===== config.mk =====
export PLATFORM = sky130hd
export DESIGN_NAME = cla_seq_ctrl
export DESIGN_NICKNAME = d
export VERILOG_FILES = /design/src/rtl/cla_seq_ctrl_pkg.sv /design/src/rtl/cla_slice.sv /design/src/rtl/cla_seq_ctrl.sv
export SDC_FILE = /design/constraint.sdc
export NUM_CORES = 1
export LEC_CHECK = 0
export ABC_AREA = 1
export BUFFER_PORTS_ARGS = -buffer_cell sky130_fd_sc_hd__buf_2
export CAP_MARGIN = 10
export CORE_MARGIN = 2
export CORE_UTILIZATION = 35
export DETAILED_ROUTE_END_ITERATION = 6
export PLACE_DENSITY = 0.63
export SETUP_SLACK_MARGIN = 0.2
export SLEW_MARGIN = 20
export SYNTH_ARGS = -nofsm -noshare
export SYNTH_HDL_FRONTEND = slang
export SYNTH_SLANG_ARGS = --single-unit

===== constraint.sdc =====
create_clock -name clk -period 6 [get_ports clk]
set_input_delay 0.6 -clock clk [delete_from_list [all_inputs] [get_ports clk]]
set_output_delay 0.6 -clock clk [all_outputs]
set_load 0.03 [all_outputs]

===== src/rtl/cla_seq_ctrl_pkg.sv =====
// Shared constants for the sequential carry-lookahead adder controller.
// Holds the slice geometry, the FSM encoding and a small index-width helper.
package cla_seq_ctrl_pkg;

    localparam int CLA_NBIT   = 7;
    localparam int CLA_NSLICE = 4;
    localparam int CLA_W      = CLA_NBIT * CLA_NSLICE;

    typedef enum logic [1:0] {
        ST_IDLE = 2'd0,
        ST_RUN  = 2'd1,
        ST_DONE = 2'd2
    } cla_state_t;

    // Width of the slice index; a single-slice build still needs a 1-bit counter.
    function automatic int idx_width(input int n);
        return (n > 1) ? $clog2(n) : 1;
    endfunction

endpackage


===== src/rtl/cla_slice.sv =====
// Combinational NBIT-wide carry-lookahead adder slice.
// Every carry is a flat sum of generate/propagate products, so there is no ripple chain.
module cla_slice
    import cla_seq_ctrl_pkg::*;
#(
    parameter int NBIT = CLA_NBIT
) (
    input  logic [NBIT-1:0] a,
    input  logic [NBIT-1:0] b,
    input  logic            cin,
    output logic [NBIT-1:0] s,
    output logic            cout
);

    logic [NBIT-1:0] g;
    logic [NBIT-1:0] p;
    logic [NBIT:0]   c;

    assign g = a & b;
    assign p = a ^ b;

    // c[i+1] = g[i] | p[i]g[i-1] | p[i]p[i-1]g[i-2] | ... | p[i..0]cin
    always_comb begin
        logic pp;
        pp   = 1'b0;
        c    = '0;
        c[0] = cin;
        for (int i = 0; i < NBIT; i++) begin
            c[i+1] = g[i];
            pp     = p[i];
            for (int j = i - 1; j >= 0; j--) begin
                c[i+1] = c[i+1] | (pp & g[j]);
                pp     = pp & p[j];
            end
            c[i+1] = c[i+1] | (pp & cin);
        end
    end

    assign s    = p ^ c[NBIT-1:0];
    assign cout = c[NBIT];

endmodule


===== src/rtl/cla_seq_ctrl.sv =====
// Sequential wide adder: one shared cla_slice, stepped over NSLICE slices per operation.
//
//   state   | meaning
//   --------+-------------------------------------------------------------
//   IDLE    | ready for a new operand pair; sum/cout hold the last result
//   RUN     | adding slice k of the latched operands, one slice per cycle
//   DONE    | result valid, held until out_ready or flush
module cla_seq_ctrl
    import cla_seq_ctrl_pkg::*;
#(
    parameter int NBIT   = CLA_NBIT,
    parameter int NSLICE = CLA_NSLICE
) (
    input  logic                   clk,
    input  logic                   rst_n,
    input  logic                   in_valid,
    output logic                   in_ready,
    input  logic [NBIT*NSLICE-1:0] a,
    input  logic [NBIT*NSLICE-1:0] b,
    input  logic                   cin,
    input  logic                   flush,
    output logic                   out_valid,
    input  logic                   out_ready,
    output logic [NBIT*NSLICE-1:0] sum,
    output logic                   cout,
    output logic                   busy
);

    localparam int W  = NBIT * NSLICE;
    localparam int KW = idx_width(NSLICE);
    localparam logic [KW-1:0] K_LAST = KW'(NSLICE - 1);

    cla_state_t state_q;
    cla_state_t state_d;

    logic [W-1:0]    a_q;
    logic [W-1:0]    b_q;
    logic [W-1:0]    sum_q;
    logic [KW-1:0]   k_q;
    logic            carry_q;
    logic            cout_q;

    logic [NBIT-1:0] sl_a;
    logic [NBIT-1:0] sl_b;
    logic [NBIT-1:0] sl_s;
    logic            sl_co;
    logic            last_slice;

    assign sl_a       = a_q[k_q*NBIT +: NBIT];
    assign sl_b       = b_q[k_q*NBIT +: NBIT];
    assign last_slice = (k_q == K_LAST);

    cla_slice #(
        .NBIT (NBIT)
    ) u_slice (
        .a    (sl_a),
        .b    (sl_b),
        .cin  (carry_q),
        .s    (sl_s),
        .cout (sl_co)
    );

    always_ff @(posedge clk or negedge rst_n) begin
        if (!rst_n) begin
            state_q <= ST_IDLE;
        end else begin
            state_q <= state_d;
        end
    end

    // flush outranks both slice completion and the output handshake
    always_comb begin
        state_d = state_q;
        case (state_q)
            ST_IDLE: begin
                if (in_valid) begin
                    state_d = ST_RUN;
                end
            end
            ST_RUN: begin
                if (flush) begin
                    state_d = ST_IDLE;
                end else if (last_slice) begin
                    state_d = ST_DONE;
                end
            end
            ST_DONE: begin
                if (flush || out_ready) begin
                    state_d = ST_IDLE;
                end
            end
            default: state_d = ST_IDLE;
        endcase
    end

    always_ff @(posedge clk or negedge rst_n) begin
        if (!rst_n) begin
            a_q     <= '0;
            b_q     <= '0;
            sum_q   <= '0;
            k_q     <= '0;
            carry_q <= 1'b0;
            cout_q  <= 1'b0;
        end else begin
            case (state_q)
                ST_IDLE: begin
                    if (in_valid) begin
                        a_q     <= a;
                        b_q     <= b;
                        carry_q <= cin;
                        k_q     <= '0;
                        sum_q   <= '0;
                    end
                end
                ST_RUN: begin
                    // a flushed slice is dropped so sum/cout keep their previous contents
                    if (!flush) begin
                        sum_q[k_q*NBIT +: NBIT] <= sl_s;
                        carry_q                 <= sl_co;
                        if (last_slice) begin
                            k_q    <= '0;
                            cout_q <= sl_co;
                        end else begin
                            k_q <= k_q + 1'b1;
                        end
                    end
                end
                default: begin
                end
            endcase
        end
    end

    assign in_ready  = (state_q == ST_IDLE);
    assign out_valid = (state_q == ST_DONE);
    assign busy      = (state_q != ST_IDLE);
    assign sum       = sum_q;
    assign cout      = cout_q;

endmodule


==> metrics.md, run 1 <==
| Metric | Value |
|---|---|
| Outcome | finished clean |
| WL final | 10,940 um |
| Hold WC Path Type | input pin to asynchronous set/reset pin |
| CTS Buf Count | 9 |
| Grt met2 use | 26.59% |
| Element type at the critical path start | register |
| Post CTS Setup Buffer Count | 0 |
| Top post-synthesis cells by area | dfrtp_1, nand2_1, o21ai_0, nor2_1, ha_1 |
| Worst rel slew slack | 41.68% |
| Post-Layout Cell Count | 801 |
| CP most frequent cell | nand2_1 |
| Switching pwr | 1.365 mW |
| IO Port Bufs | 93 |
| Hpwl dp | 7981 um |
| DRC errors left | 0 |
| Post-synth top area cell | dfrtp_1 |
| PnR Total Power | 3.013 mW |
| Via-to-Cell Ratio | 4.715 |
| VDD IR-drop max | 238.0 uV |
| Pre-CTS setup slack | 2.893 ns |
| Core area | 0.01211 mm2 |
| Worst Path Buf+Inv | 2 |
| Clk pwr share | 19.4% |
| Max_cap viols | 0 |
| Setup_tns | 0 ns |
| Cell family with most CP delay | simple AND/OR/NAND/NOR gates |
| Die height | 115.8 um |
| Die Area | 0.01341 mm2 |
| GRT Overall Usage | 17.39% |
| Num rows | 40 |
| Ys flop type | dfrtp_1 |
| Antenna violations before repair | 0 |
| Global route overflow | 0 |
| CTS tree | yes |
| Crit Path Category | register to register |
| Tightest Pin Transition | 0.8739 ns |
| Post-Syn Area per Cell | 8.070 um2 |
| Crit share post-route | 52.64% |
| GP Congestion | 0.9068 |
| Pins Over Slew Limit | 0 |
| Pwr Density | 567.9 mW/mm2 |
| Register area | 0.002252 mm2 |
| Part of the Yosys area used for sequential elements | 51.49% |
| Synth Register Bits | 90 |
| Initial core utilization | 36.12% |
| Unrepaired setup endpoints after global routing | no |
| Placed Cells | 785 |
| Fin crit period | 3.158 ns |
| Die W | 115.8 um |
| Fillers | 1,303 |
| Worst-path fanout max | 42 |
| Pint | 1.648 mW |
| Setup ws final | 2.842 ns |
| Clock sink count | 90 |
| Placed Instance Area | 0.004986 mm2 |
| N_diodes | 0 |
| Average wire per standard cell | 13.66 um |
| Leakage power figure | 2.905 nW |
| Maximum clock frequency | 316.6 MHz |
| Sw Share | 45.30% |
| Hold Buf Count CTS | 0 |
| Yosys warnings | 0 |
| CTS resizes | 0 |
| Multi-input gate area | 0.001892 mm2 |
| Setup-failing EPs final | 0 |
| Mapped Cells | 542 |
| Layout cells sized above 1 | 20.54% |
| GRT met3 Usage | 4.603% |
| Ports | 94 |
| Most frequent cell after synthesis | nand2_1 |
| Vias in the first global route | 3,731 |
| Worst hold slack | 0.3131 ns |
| CTS clk-pin slew, worst paths | 0.06 ns |
| DRT iter0 DRCs | 226 |
| Mapped cell area | 0.004374 mm2 |
| Fin util | 43.80% |
| Critical Path Sink Type | register |
| Ys async rst share | 100.0% |
| Share of the synthesized area in the top cell type | 51.49% |
| Reg2reg setup slack | 2.84 ns |
| Root Driver | clkbuf_16 |
| Critical path's slowest cell | inv_1 |
| Finished Cell Area | 0.005305 mm2 |
| Yosys cell types | 33 |
| Final hold violations | 0 |
| Seq pwr share | 31.5% |
| Post-synth EDFFs | 0 |
| Area delta synth->final | 21.28% |
| Worst endpoint required time | 6.28 ns |
| Power share of the combinational group | 49.2% |
| First-pass GRT wire length | 17,980 um |
| Critical-path cell list | buf_4 -> inv_1 -> o21ai_0 -> o22ai_1 -> ha_1 -> nand3_1 -> nand3_1 -> nand2_1 -> nand2_1 -> nand2_1 -> nand3b_1 -> nand2_1 -> nand4_1 -> nand2_1 |
| Top cells by count, synth | nand2_1, dfrtp_1, nor2_1 |
| Antenna Violating Nets Remaining | 0 |
| Clk_lat worst skew | 0.34 ns |
| Final layout net count | 703 |
| Vias | 3,777 |
| Clk_skew | 0.006064 ns |
| Met1 Track Usage GR | 23.62% |
| GRT busiest layer | met2 |
| First-pass iteration count of the detailed router | 4 |
| H-Tree Depth | 3 |
| Syn_nets | 617 |
| Largest net degree at the start of global routing | 91 |
| Worst Path Arrival | 3.44 ns |
| Largest stage delay on the critical path | 0.68 ns |
| Clk buf depth | 2 |
[final cells by class]
| cell class | instances | share of cell area (%) |
|---|---|---|
| repair buffers | 96 | 9.316 |
| flip-flops and latches | 90 | 42.45 |
| clock buffers | 12 | 5.024 |
| clock inverters | 4 | 0.9198 |
| multi-input cells | 394 | 35.66 |
| well taps | 168 | 3.962 |
| inverters | 37 | 2.665 |
[state kept, by name, indices dropped and copies added, names as in the netlist]
| signal | flops |
|---|---|
| a_q | 28 |
| carry_q | 1 |
| state_q | 2 |
| sum | 28 |
| cout | 1 |
| b_q | 28 |
| k_q | 2 |
[placed cells by master, fill, tap and decap left out, drive strengths merged]
| master | n |
|---|---|
| o31ai | 4 |
| o21ai | 38 |
| o22ai | 20 |
| nand3b | 2 |
| clkbuf | 12 |
| nor4 | 1 |
| nand3 | 19 |
| buf | 96 |
| nand4 | 5 |
| a21oi | 6 |
| bufinv | 1 |
| nand2 | 231 |
| nor2 | 47 |
| ha | 12 |
| nor3 | 1 |
| xnor2 | 1 |
| clkinv | 3 |
| dfrtp | 90 |
| a22o | 2 |
| inv | 37 |
| o21a | 1 |
| xor2 | 2 |
| fa | 1 |
| o2111ai | 1 |
[cell families (layout without fill, tap and decap cells)]
logic type | after synthesis | count (layout) | synth area share, %
buf+inv | 58 | 149 | 5.263
fa+ha+maj | 13 | 13 | 3.890
simple gates | 306 | 306 | 28.78
xor+xnor | 3 | 3 | 0.6008
compound gates | 72 | 72 | 9.983
flops | 90 | 90 | 51.49
[final timing paths]
| path | from | endpoint | depth (start not counted) |
|---|---|---|---|
| min reg2reg | sum[23] | sum[23] | 2 |
| min | rst_n | sum[3] | 1 |
| max in group asynchronous | rst_n | a_q[17] | 1 |
| max | k_q[0] | sum[25] | 14 |
| min in group clk | b[6] | b_q[6] | 3 |
| max reg2reg | k_q[0] | sum[25] | 14 |
[worst register-to-register path, cell delays in order, from the launching register on]
cell,delay [ns]
dfrtp_1,0.37
buf_4,0.25
inv_1,0.69
o21ai_0,0.21
o22ai_1,0.29
ha_1,0.31
nand3_1,0.11
nand3_1,0.14
nand2_1,0.11
nand2_1,0.05
nand2_1,0.11
nand3b_1,0.09
nand2_1,0.16
nand4_1,0.13
nand2_1,0.08
[power groups by stage]
stage          combinational [mW]  clock, mW  sequential, mW
3_3_place_gp                 1.43          0           0.957
4_1_cts                      1.48      0.601           0.950
2_1_floorplan                1.07          0           0.940
6_report                     1.48      0.584           0.948
5_1_grt                      1.69      0.630           0.976
3_5_place_dp                 1.47          0           0.959
[routing by layer]
metal | wire [um] | vias to the layer above | share of wire [%]
met5 | 0 | - | 0
met4 | 210 | 0 | 1.9
met3 | 666 | 19 | 6.1
met2 | 4847 | 124 | 44
met1 | 5214 | 1728 | 48
li1 | - | 1906 | -
Power figures use the tool's default switching activity.
==> inputs of run 2 (changes only) <==
--- a/config.mk
+++ b/config.mk
@@ -5,13 +5,13 @@
 export SDC_FILE = /design/constraint.sdc
 export NUM_CORES = 1
 export LEC_CHECK = 0
-export ABC_AREA = 1
+export ABC_AREA = 0
 export BUFFER_PORTS_ARGS = -buffer_cell sky130_fd_sc_hd__buf_2
 export CAP_MARGIN = 10
 export CORE_MARGIN = 2
 export CORE_UTILIZATION = 35
 export DETAILED_ROUTE_END_ITERATION = 6
-export PLACE_DENSITY = 0.63
+export PLACE_DENSITY = 0.65
 export SETUP_SLACK_MARGIN = 0.2
 export SLEW_MARGIN = 20
 export SYNTH_ARGS = -nofsm -noshare
==> constraint.sdc (replaced) <==
create_clock -name clk -period 2.69 [get_ports clk]
set_input_delay 0.269 -clock clk [delete_from_list [all_inputs] [get_ports clk]]
set_output_delay 0.269 -clock clk [all_outputs]
set_load 0.03 [all_outputs]
==> run 2 against run 1 <==
Effect of this change:
- cell area is 5.1% higher
- cell count is 27% lower
- critical path type unchanged
- flip-flop and latch count stayed put
- synthesized cell count is 44% lower
- clock-buffer cell count is 1 lower
- first-iteration DRC count is 35% lower
- clock skew hardly changed
- sequential power is 110% higher
==> metrics.md, run 2 <==
| Metric | Value |
|---|---|
| Outcome | finished clean |
| Crit Path Category | register to register |
| Setup_tns | 0 ns (unchanged) |
| Largest net degree at the start of global routing | 47 (-48%) |
| Worst endpoint required time | 2.92 ns (-3.36 ns) |
| Main combinational cell family by area after synthesis | multiplexers |
| First-pass iteration count of the detailed router | 4 (unchanged) |
| Yosys cell types | 49 (+48%) |
| Leading cell type in the layout, fill and taps excluded | buf_2 |
| Ys flop type | dfrtp_1 |
| Adder-Cell Fraction of Synth Area | 3.855% (-0.035 points) |
| Vias | 2,981 (-21%) |
| Pins Over Slew Limit | 0 (unchanged) |
| Tightest Pin Transition | 0.6893 ns (-0.1846 ns) |
| Worst-path fanout max | 8 (-81%) |
| Final layout net count | 485 (-31%) |
| Worst rel slew slack | 53.66% (+12 points) |
| Post-Syn Area per Cell | 14.52 um2 (+80%) |
| Pwr Density | 1324 mW/mm2 (+130%) |
| Antenna Violating Nets Remaining | 0 (unchanged) |
| Synth Register Bits | 90 (unchanged) |
| Reg-to-reg critical path startpoint | k_q[0] |
| Top post-synthesis cells by area | dfrtp_1, mux2_4, mux4_2, mux2_1, a22o_1 |
| Mapped Cells | 304 (-44%) |
| Unrepaired setup endpoints after global routing | yes |
| Max_cap viols | 0 (unchanged) |
| Root Driver | clkbuf_16 |
| Num rows | 41 (+2.5%) |
| Placed Cells | 565 (-28%) |
| Hpwl dp | 7533 um (-5.6%) |
| First-pass GRT wire length | 16,800 um (-6.6%) |
| Clk buf depth | 2 (unchanged) |
| GP Congestion | 0.8257 (-8.9%) |
| Ys async rst share | 100.0% (unchanged) |
| Xor/xnor share of the synthesized area | 0.3968% (-0.20 points) |
| Most frequent cell after synthesis | dfrtp_1 |
| Element type at the critical path start | register |
| Mapped cell area | 0.004414 mm2 (+0.92%) |
| WL final | 10,340 um (-5.5%) |
| Crit share post-route | 94.21% (+42 points) |
| Core area | 0.01247 mm2 (+2.9%) |
| Share of the synthesized area in the top cell type | 51.02% (-0.47 points) |
| Finished Cell Area | 0.005575 mm2 (+5.1%) |
| Post-Layout Cell Count | 587 (-27%) |
| Commonest non-fill, non-tap cells in the layout | buf_2, dfrtp_1, mux2_4 |
| Part of the Yosys area used for sequential elements | 51.02% (-0.47 points) |
| Yosys warnings | 0 (unchanged) |
| Average wire per standard cell | 17.61 um (+29%) |
| Antenna violations before repair | 0 (unchanged) |
| Hold WC Path Type | input pin to register |
| Worst r2r path cells | 7 (-7) |
| Crit Reg-Reg Endpoint | carry_q |
| Worst setup path start | k_q[0] |
| PnR Total Power | 7.383 mW (+150%) |
| Post-synth EDFFs | 0 (unchanged) |
| GRT Overall Usage | 16.52% (-0.86 points) |
| Global route overflow | 0 (unchanged) |
| Die height | 116.3 um (+0.44%) |
| VDD IR-drop max | 594.9 uV (+150%) |
| N_diodes | 0 (unchanged) |
| Leakage power figure | 2.613 nW (-10%) |
| Syn_nets | 379 (-39%) |
| IO Port Bufs | 93 (unchanged) |
| Crit path capture | carry_q |
| Area delta synth->final | 26.30% |
| Post-synthesis compound-gate area fraction | 10.60% (+0.62 points) |
| H-Tree Depth | 3 (unchanged) |
| Fin crit period | 2.534 ns (-0.6241 ns) |
| DRT iter0 DRCs | 148 (-35%) |
| Fraction of the mapped netlist area in simple logic gates | 6.293% (-22 points) |
| Vias in the first global route | 3,102 (-17%) |
| DRC errors left | 0 (unchanged) |
| Final hold violations | 0 (unchanged) |
| Critical Path Sink Type | register |
| Maximum clock frequency | 394.6 MHz (+25%) |
| Ports | 94 (unchanged) |
| Placed Instance Area | 0.005166 mm2 (+3.6%) |
| Via-to-Cell Ratio | 5.078 (+7.7%) |
| Worst hold slack | 0.1306 ns (-0.1824 ns) |
| Die W | 116.3 um (+0.44%) |
| Top cells by count, synth | dfrtp_1, mux2_4, a22o_1 |
| Post-synth top area cell | dfrtp_1 |
| Reg2reg setup slack | 0.16 ns (-2.69 ns) |
| Clk_skew | 0.006052 ns (-0.00001226 ns) |
| Die Area | 0.01353 mm2 (+0.88%) |
| Mux contribution to synthesized area | 25.09% (+25 points) |
| Layout cells sized above 1 | 46.75% (+26 points) |
| Initial core utilization | 35.41% (-0.70 points) |
| CTS clk-pin slew, worst paths | 0.07 ns (about the same) |
| Clk_lat worst skew | 0.35 ns (about the same) |
| Setup-failing EPs final | 0 (unchanged) |
| Worst Path Arrival | 2.76 ns (-0.68 ns) |
| CTS tree | yes |
| CTS Buf Count | 9 (unchanged) |
| Clock sink count | 90 (unchanged) |
[run 2: worst min-delay path by stage]
| stage | start | to | slack, ns | depth (start not counted) |
|---|---|---|---|---|
| floorplan | rst_n | a_q[0] | -0.03 | 0 |
| global placement | rst_n | b_q[24] | 0.30 | 1 |
| detailed placement | rst_n | b_q[24] | 0.31 | 1 |
| CTS | b[26] | b_q[26] | 0.12 | 2 |
| global route | b[24] | b_q[24] | 0.12 | 2 |
| finish | b[25] | b_q[25] | 0.13 | 2 |
[run 2: per-stage QoR]
stage	worst slack (ns)	util, %
CTS	0.1551	44.43
finish	0.1558	44.73
detailed placement	0.1056	41.44
global placement	0.1531	41.44
global route	0.07665	44.73
floorplan	0.2171	-
[run 2: area by class of cell]
cell class                 count  area (um2)
clock buffer                  11       242.7
clock inverter                 5       61.31
fill                        1111        6890
inverter                       8       30.03
multi-input combinational    193        2137
sequential                    90        2252
tap                          172       215.2
timing repair buffer         108       636.9
[run 2: power breakdown]
part	internal (mW)	leakage [nW]	total (mW)	switching, mW
clock network	0.751	0.150	1.29	0.543
logic	1.95	1.34	4.06	2.11
registers	1.76	1.12	2.03	0.264
[run 2: worst max-delay path, stage by stage, from the launching register on]
cell	delay, ns
dfrtp_1	0.41
buf_12	0.15
mux4_2	0.55
ha_4	0.28
a211oi_4	0.24
nor3_2	0.09
o31a_1	0.38
a221o_1	0.32
[run 2: cells by family (layout without fill, tap and decap cells)]
group,after synthesis,after routing
mux,71,71
compound gates,60,60
fa+ha+maj,13,13
buf+inv,21,132
flops,90,90
simple gates,47,47
xor+xnor,2,2
[run 2: layer usage]
layer  track usage [%]  vias up  part of all wire (%)
met4             6.190        0                   1.6
met3             4.826       11                   7.3
met5                 0        -                     0
met2             25.27      111                    46
met1             22.37     1485                    45
li1                  -     1374                     -
[run 2: timing repair]
item | CTS | global route
setup endpoints to repair | 14 | 23
hold endpoints to repair | 44 | 0
pin swaps | 3 | 7
resized for setup | 4 | 7
hold buffers | 1 | 0
setup buffers | 4 | 1
cloned | 0 | 0
==> inputs of run 3 (changes only) <==
--- a/config.mk
+++ b/config.mk
@@ -9,9 +9,9 @@
 export BUFFER_PORTS_ARGS = -buffer_cell sky130_fd_sc_hd__buf_2
 export CAP_MARGIN = 10
 export CORE_MARGIN = 2
-export CORE_UTILIZATION = 35
+export CORE_UTILIZATION = 45
 export DETAILED_ROUTE_END_ITERATION = 6
-export PLACE_DENSITY = 0.65
+export PLACE_DENSITY_LB_ADDON = 0.2
 export SETUP_SLACK_MARGIN = 0.2
 export SLEW_MARGIN = 20
 export SYNTH_ARGS = -nofsm -noshare
==> run 3 against run 2 <==
Effect of this change:
- die area fell by 22%
- clock power fell by 24%
- via count fell by 0.17%
- total power rose by 7.0%
- maximum frequency rose by 0.33%
- first-iteration DRC count fell by 47%
- flip-flop and latch count did not move
- sequential share of layout area fell by 0.23 points
- cell area rose by 0.67%
- non-clock buffer count rose by 9
- largest cell class unchanged
==> metrics.md, run 3 (synthesis results as in run 2) <==
| Metric | Value |
|---|---|
| Vias | 2,976 (-0.17%) |
| Final layout net count | 494 (+1.9%) |
| Power share of the combinational group | 61.4% (+6.4 points) |
| Fin crit period | 2.526 ns (-0.008334 ns) |
| Clock sink count | 90 (unchanged) |
| Pwr Density | 1407 mW/mm2 (+6.2%) |
| Setup-failing EPs final | 0 (unchanged) |
| First-pass GRT wire length | 15,770 um (-6.1%) |
| Unrepaired setup endpoints after global routing | yes |
| Area delta synth->final | 27.15% |
| GP Congestion | 0.8430 (+2.1%) |
| DRT iter0 DRCs | 78 (-47%) |
| Pint | 4.640 mW (+3.9%) |
| Average wire per standard cell | 17.91 um (+1.7%) |
| Switching pwr | 3.257 mW (+12%) |
| Worst endpoint required time | 2.95 ns (+0.03 ns) |
| Setup_tns | 0 ns (unchanged) |
| Root Driver | clkbuf_8 |
| CTS tree | yes |
| Maximum clock frequency | 395.9 MHz (+0.33%) |
| Worst Path Arrival | 2.78 ns (+0.02 ns) |
| Outcome | finished clean |
| Clk pwr share | 12.4% (-5.1 points) |
| Vias in the first global route | 3,119 (+0.55%) |
| CTS clk-pin slew, worst paths | 0.10 ns (+0.03 ns) |
| Grt met2 use | 32.12% (+6.8 points) |
| Seq pwr share | 26.2% (-1.2 points) |
| Core area | 0.009639 mm2 (-23%) |
| Worst rel slew slack | 63.39% (+9.7 points) |
| WL final | 9975 um (-3.5%) |
| Clk buf depth | 2 (unchanged) |
| Antenna Violating Nets Remaining | 0 (unchanged) |
| Hold WC Path Type | input pin to register |
| Commonest non-fill, non-tap cells in the layout | buf_2, dfrtp_1, mux2_4 |
| Clk_skew | 0.01204 ns (+0.005984 ns) |
| Die W | 103.0 um (-11%) |
| Antenna violations before repair | 0 (unchanged) |
| GRT Overall Usage | 19.79% (+3.3 points) |
| VDD IR-drop max | 692.5 uV (+16%) |
| Leading cell type in the layout, fill and taps excluded | buf_2 |
| N_diodes | 0 (unchanged) |
| DRC errors left | 0 (unchanged) |
| First-pass iteration count of the detailed router | 4 (unchanged) |
| Crit Path Category | register to register |
| Global route overflow | 0 (unchanged) |
| Crit share post-route | 93.90% (-0.31 points) |
| Largest stage delay on the critical path | 0.54 ns (about the same) |
| Worst-path fanout max | 6 (-2) |
| Largest net degree at the start of global routing | 57 (+21%) |
| Leakage power figure | 2.635 nW (+0.82%) |
| Met1 Track Usage GR | 25.96% (+3.6 points) |
| GRT busiest layer | met2 |
| Worst Path Buf+Inv | 2 (+1) |
| H-Tree Depth | 3 (unchanged) |
| Pre-CTS setup slack | 0.004384 ns (-0.1013 ns) |
| Clk_lat worst skew | 0.37 ns (+0.02 ns) |
| Pins Over Slew Limit | 0 (unchanged) |
| Die height | 103.0 um (-11%) |
| Final hold violations | 0 (unchanged) |
| Critical path's slowest cell | mux4_2 |
| Tightest Pin Transition | 0.5446 ns (-0.1447 ns) |
| Max_cap viols | 0 (unchanged) |
| Critical Path Sink Type | register |
| Via-to-Cell Ratio | 5.343 (+5.2%) |
| CTS Buf Count | 9 (unchanged) |
| Critical-path cell list | buf_12 -> mux4_2 -> ha_4 -> a211oi_4 -> nor3_2 -> o31a_1 -> buf_6 -> a221o_1 |
| Ports | 94 (unchanged) |
| Num rows | 36 (-12%) |
| IO Port Bufs | 93 (unchanged) |
| Layout cells sized above 1 | 50.00% (+3.3 points) |
| Hpwl dp | 7206 um (-4.3%) |
| Sw Share | 41.25% (+1.7 points) |
| Setup ws final | 0.1642 ns (+0.008334 ns) |
| GRT met3 Usage | 4.610% (-0.22 points) |
| Die Area | 0.01062 mm2 (-22%) |
| Fillers | 819 (-26%) |
| Element type at the critical path start | register |
| Cell family with most CP delay | compound AO/OA/AOI/OAI gates |
| Initial core utilization | 45.79% (+10 points) |
[run 3: changes by cell type in the layout (fill, tap and decap cells not counted), moves of 4 or more]
cell / previous run / this run
clkbuf_8: 1 / 9
buf_4: 10 / 15
buf_6: 1 / 5
clkbuf_16: 9 / 0
[run 3: final cells by class]
type | count | area, um2 | area share, %
Clock buffer | 9 | 123.9 | 2.207
Clock inverter | 7 | 85.08 | 1.516
Inverter | 8 | 30.03 | 0.5350
Multi-Input combinational cell | 193 | 2226 | 39.66
Sequential cell | 90 | 2255 | 40.17
Tap cell | 133 | 166.4 | 2.965
Timing Repair Buffer | 117 | 726.9 | 12.95
[run 3: worst paths after layout]
| path | from | endpoint | slack [ns] | depth (start not counted) |
|---|---|---|---|---|
| min | b[24] | b_q[24] | 0.11 | 2 |
| min in group asynchronous | rst_n | carry_q | 0.43 | 2 |
| min reg2reg | sum[15] | sum[15] | 0.48 | 2 |
| max reg2reg | k_q[0] | carry_q | 0.16 | 8 |
| max | k_q[0] | carry_q | 0.16 | 8 |
| max in group asynchronous | rst_n | k_q[1] | 1.62 | 3 |
[run 3: per-layer routing]
metal / wire length [um] / vias to the layer above / part of all wire [%]
met3: 426 / 19 / 4.3
met4: 228 / 0 / 2.3
li1: - / 1388 / -
met1: 4548 / 1492 / 46
met5: 0 / - / 0
met2: 4771 / 77 / 48
[run 3: timing repair]
item,4_1_cts,5_1_grt
endpoints found under the setup margin,10,18
buffers inserted,10,3
gates cloned,1,0
resized for setup,11,19
pin swaps,6,7
endpoints found under the hold margin,41,0
hold buffers,1,0
[run 3: through the flow]
stage               hold WS, ns  total power, mW  instances  util (%)  instance area (um2)
global route             0.1095            8.382        557     58.23                 5613
floorplan              -0.02659            4.757        304         -                 4471
CTS                      0.1024            7.303        554     56.85                 5480
detailed placement       0.2941            5.781        526     52.96                 5105
global placement         0.2938            5.681        526     52.96                 5105
finish                   0.1103            7.898        557     58.23                 5613
[run 3: power by group through the flow]
stage          Combinational [mW]  Sequential [mW]  Clock (mW)
6_report                     4.85             2.07       0.979
5_1_grt                      5.20             2.13        1.06
4_1_cts                      4.23             2.07        1.00
3_5_place_dp                 3.69             2.09           0
3_3_place_gp                 3.59             2.09           0
2_1_floorplan                2.73             2.03           0
